==> config.mk <==
export PLATFORM = sky130hd
export DESIGN_NAME = core_mem_arbiter
export DESIGN_NICKNAME = d
export VERILOG_FILES = /design/src/rtl/core_mem_arbiter.sv
export SDC_FILE = /design/constraint.sdc
export NUM_CORES = 1
export LEC_CHECK = 0
export CORE_AREA = 2 2 209 211
export DETAILED_ROUTE_END_ITERATION = 8
export DIE_AREA = 0 0 211 213
export DONT_BUFFER_PORTS = 1
export HOLD_SLACK_MARGIN = 0.15
export PLACE_DENSITY_LB_ADDON = 0.25
export SLEW_MARGIN = 20
export SYNTH_ARGS = -nofsm -noshare
export SYNTH_HDL_FRONTEND = slang
export SYNTH_SLANG_ARGS = --single-unit
==> constraint.sdc <==
create_clock -name g_clk -period 1.8 [get_ports g_clk]
set_input_delay 0.18 -clock g_clk [delete_from_list [all_inputs] [get_ports g_clk]]
set_output_delay 0.18 -clock g_clk [all_outputs]
set_load 0.005 [all_outputs]
==> src/rtl/core_mem_arbiter.sv <==
// Two-requester arbiter (fetch / load-store) onto one core memory bus with ownership lock.
// Build option: define CORE_MEM_ARB_RR_EN for round-robin arbitration instead of dmem priority with starvation guard.
module core_mem_arbiter #(
    parameter int MEM_ADDR_W = 64,
    parameter int MEM_DATA_W = 64,
    parameter int MEM_STRB_W = 8,
    parameter int STARVE_MAX = 4
) (
    input  logic                  g_clk,
    input  logic                  g_resetn,
    input  logic                  imem_req,
    input  logic [MEM_ADDR_W-1:0] imem_addr,
    output logic                  imem_gnt,
    output logic                  imem_err,
    output logic [MEM_DATA_W-1:0] imem_rdata,
    input  logic                  dmem_req,
    input  logic [MEM_ADDR_W-1:0] dmem_addr,
    input  logic                  dmem_wen,
    input  logic [MEM_STRB_W-1:0] dmem_strb,
    input  logic [MEM_DATA_W-1:0] dmem_wdata,
    output logic                  dmem_gnt,
    output logic                  dmem_err,
    output logic [MEM_DATA_W-1:0] dmem_rdata,
    output logic                  mem_req,
    output logic [MEM_ADDR_W-1:0] mem_addr,
    output logic                  mem_wen,
    output logic [MEM_STRB_W-1:0] mem_strb,
    output logic [MEM_DATA_W-1:0] mem_wdata,
    input  logic                  mem_gnt,
    input  logic                  mem_err,
    input  logic [MEM_DATA_W-1:0] mem_rdata
);

    typedef enum logic [1:0] {
        IDLE  = 2'd0,
        OWN_I = 2'd1,
        OWN_D = 2'd2
    } state_e;

    state_e state_q, state_d;
    logic   pick_i;
    logic   sel_i, sel_d;
    logic   route_i, route_d;
    logic   done_i, done_d;

`ifdef CORE_MEM_ARB_RR_EN
    logic last_i_q, last_i_d;

    // On conflict the requester that did not complete last goes first.
    assign pick_i = imem_req & (~dmem_req | ~last_i_q);
`else
    localparam logic [3:0] STARVE_LIM = 4'(STARVE_MAX);
    logic [3:0] starve_q, starve_d;

    assign pick_i = imem_req & (~dmem_req | (starve_q == STARVE_LIM));
`endif

    // Owner is the registered lock, or the combinational winner while idle.
    assign sel_i   = (state_q == OWN_I) | ((state_q == IDLE) & pick_i);
    assign sel_d   = (state_q == OWN_D) | ((state_q == IDLE) & ~pick_i & dmem_req);
    assign route_i = sel_i & imem_req;
    assign route_d = sel_d & dmem_req;
    assign done_i  = sel_i & mem_gnt;
    assign done_d  = sel_d & mem_gnt;

    assign mem_req   = route_i | route_d;
    assign mem_addr  = route_i ? imem_addr : (route_d ? dmem_addr : '0);
    assign mem_wen   = route_d & dmem_wen;
    assign mem_strb  = route_d ? dmem_strb : '0;
    assign mem_wdata = route_d ? dmem_wdata : '0;

    assign imem_gnt   = done_i;
    assign dmem_gnt   = done_d;
    assign imem_err   = done_i & mem_err;
    assign dmem_err   = done_d & mem_err;
    assign imem_rdata = mem_rdata;
    assign dmem_rdata = mem_rdata;

    always_comb begin
        state_d = state_q;
        case (state_q)
            IDLE: begin
                if (!mem_gnt) begin
                    if (route_i) begin
                        state_d = OWN_I;
                    end else if (route_d) begin
                        state_d = OWN_D;
                    end
                end
            end
            // A dropped request abandons the lock as well as a completion does.
            OWN_I: if (mem_gnt || !imem_req) state_d = IDLE;
            OWN_D: if (mem_gnt || !dmem_req) state_d = IDLE;
            default: state_d = IDLE;
        endcase
    end

`ifdef CORE_MEM_ARB_RR_EN
    always_comb begin
        last_i_d = last_i_q;
        if (done_i) begin
            last_i_d = 1'b1;
        end else if (done_d) begin
            last_i_d = 1'b0;
        end
    end

    always_ff @(posedge g_clk) begin
        if (!g_resetn) begin
            state_q  <= IDLE;
            last_i_q <= 1'b0;
        end else begin
            state_q  <= state_d;
            last_i_q <= last_i_d;
        end
    end
`else
    always_comb begin
        starve_d = starve_q;
        if (done_i) begin
            starve_d = '0;
        end else if (done_d) begin
            if (!imem_req) begin
                starve_d = '0;
            end else if (starve_q != STARVE_LIM) begin
                starve_d = starve_q + 4'd1;
            end
        end
    end

    always_ff @(posedge g_clk) begin
        if (!g_resetn) begin
            state_q  <= IDLE;
            starve_q <= '0;
        end else begin
            state_q  <= state_d;
            starve_q <= starve_d;
        end
    end
`endif

endmodule

==> results_dict.tcl <==
set metrics [dict create \
    drv_slew 0 \
    fin_skew_ns 0.001617 \
    die_h_microns 213 \
    cts-root-to-sink-buffers 2 \
    synth_top_area_cell "buf_4" \
    synth_edf_count 0 \
    grt_antenna_before_repair 2 \
    coreArea_sq_um 42700 \
    max_clock_freq_mhz 489.4 \
    synth_top_area_frac 0.3950 \
    cts_root_buffer "clkbuf_16" \
    hold_viol 0 \
    p_leak_nw 1.018 \
    cp.arrival_ns 1.86 \
    maxCapViolCount 0 \
    synth_async_sr_flop_share 0 \
    ys_warn_count 0 \
    syn_to_final_growth_pct 19.75 \
    grt.overflow.total 0 \
    clkSinkCount 6 \
    hp-class "input pin to register" \
    min_path_cells 2 \
    nets 501 \
    min_period_ns 2.043 \
    fin_cells 773 \
    htree_num_levels 1 \
    route.final.wire_length_microns 13940 \
    grt_max_degree 43 \
    synthCells 335 \
    synthTopCellsByCount "132 x buf_4, 74 x and2_1, 64 x a22o_1, 18 x buf_2, 6 x dfxtp_1" \
    rr_worst_depth 7 \
    drc 0 \
    ioPinCount 541 \
    hpwl_microns 9262 \
    track_usage 0.05190 \
    cp.required_ns 1.62 \
    ant_nets 0 \
    vias 2122 \
    cts_inserted_buffers 3 \
    synthTopCellsByArea "buf_4 40%, a22o_1 22%, and2_1 18%" \
    wl_per_cell_microns 18.04 \
    cp_max_fo 9 \
    path_clk_slew_ns 0.03 \
    place_congestion 0.7709 \
    n_fill_cell 4971 \
    drive_gt1_frac 0.3451 \
    clkLatencyLatePin_ns 0.23 \
    synth_area_sq_um 2509 \
    start_util 0.05876 \
    port_buffers 0 \
    drtIter0Drc 128 \
    finalCritPeriodShare 1.135 \
    ys_types 30 \
    violations "negative setup slack" \
    maxSlewHeadroom 0.7075 \
    grt_pass1_wl_microns 15840 \
    fin_tns_setup_ns -20.11 \
    synth_fp_nets 608 \
    p_per_area_nw_per_um2 389.5 \
    seq_area_frac_synth 0.04788 \
    rsz0062_at_grt "true" \
    synth_most_common_cell "buf_4" \
    die_w_microns 211 \
    setup_viol 132 \
    cts_tree "done" \
    ys_ff_latch 6 \
    ir_drop_uv 376.6 \
    status "complete, but fails checks" \
    rows 76 \
    syn_avg_cell_area_sq_um 7.489 \
    dieArea_sq_um 44940 \
    first_global_vias 1969 \
    end_kind "output pin" \
    placed_cells 741 \
    synthFlopType "dfxtp_1" \
    tightest_slew_ns 0.4368 \
    finalWorstSetupSlack_ns -0.2432 \
    path_class "register to output pin" \
    viasPerCell 2.745 \
    startpoint_type "register" \
    dr.pass1.iters 4 \
]
[critical path: stages, from the launching register on]
cell,delay (ns)
dfxtp_2,0.33
inv_2,0.05
ha_4,0.16
nand3b_4,0.11
nor3_4,0.05
nor3b_4,0.24
buf_12,0.20
buf_4,0.13
buf_6,0.09
buf_16,0.11
and2_4,0.13
[power by group]
| part | total (W) | switching [W] | internal [W] |
|---|---|---|---|
| sequential | 0.000143 | 0.00000469 | 0.000138 |
| combinational | 0.000663 | 0.000311 | 0.000352 |
| clock | 0.000364 | 0.0000786 | 0.000285 |
[layout by cell type (no fill, tap or decap), types with 2 or more instances in the layout]
cell	synthesis	final
buf_8	0	2
inv_2	1	3
nand4_1	2	2
a22o_1	64	58
and3b_1	2	2
buf_12	0	5
a21oi_1	4	3
buf_6	0	4
nand2b_1	2	2
nand2_1	3	3
o21ai_0	2	2
dfxtp_2	0	2
and2_1	74	52
dlygate4sd3_1	0	4
and2_4	0	22
a22o_4	0	6
inv_1	4	2
dfxtp_1	6	4
buf_4	132	9
clkbuf_16	0	6
buf_16	0	11
nor2_1	4	4
[layout make-up]
type,instances,area (sq um),area share
well taps,546,683.2,0.2274
inverters,5,18.77,0.006247
repair buffers,38,660.6,0.2199
diodes,1,2.502,0.0008330
flip-flops and latches,6,122.6,0.04082
multi-input cells,174,1441,0.4798
clock buffers,3,75.07,0.02499
[registers in the layout, summed over array words and instances, names as in the netlist]
name,count
starve_q,4
state_q,2
[per-layer routing]
metal	vias to the layer above	track usage	wire length (microns)
met5	-	0	0
met4	0	0.02064	450
met3	47	0.02074	1622
met2	263	0.08258	6446
met1	1002	0.06231	5424
li1	810	-	-
[per-stage QoR]
stage,utilization,hold WS (ns),area (sq um),total power [W],worst slack [ns]
CTS,0.06893,0.1501,2943,0.001167,-0.2539
global route,0.07036,0.2093,3004,0.001243,-0.3130
detailed placement,0.05249,0.3418,2241,0.0005489,-0.08666
floorplan,-,0.3343,2509,0.0006995,0.1039
global placement,0.05249,0.3482,2241,0.0005525,-0.02438
finish,0.07036,0.1759,3004,0.001170,-0.2432
[kinds of logic (layout without fill, tap and decap cells)]
| group | count (synthesis) | count (layout) | share of synthesized area |
|---|---|---|---|
| AND/OR/NAND/NOR | 96 | 96 | 0.2464 |
| adder cells (fa/ha/maj) | 2 | 2 | 0.009973 |
| AO/OA/AOI/OAI | 76 | 76 | 0.2574 |
| buffers and inverters | 155 | 46 | 0.4384 |
| flip-flops | 6 | 6 | 0.04788 |
| other | 0 | 1 | 0 |
[timing repair]
action,in CTS,in global routing
endpoints found under the setup margin,139,139
gates cloned,9,3
pin swaps,22,9
buffers inserted,15,2
hold buffers,3,1
gates resized for setup,53,5
endpoints found under the hold margin,5,1
[final timing paths]
kind | endpoint | slack (ns) | from
setup / recovery | mem_wdata[29] | -0.24 | starve_q[0]$_SDFFE_PP0P_
hold / removal | starve_q[2]$_SDFFE_PP0P_ | 0.18 | imem_req
setup reg to reg | starve_q[2]$_SDFFE_PP0P_ | 0.18 | starve_q[0]$_SDFFE_PP0P_
hold reg to reg | starve_q[2]$_SDFFE_PP0P_ | 0.53 | starve_q[2]$_SDFFE_PP0P_
(Power assumes the default switching activity.)
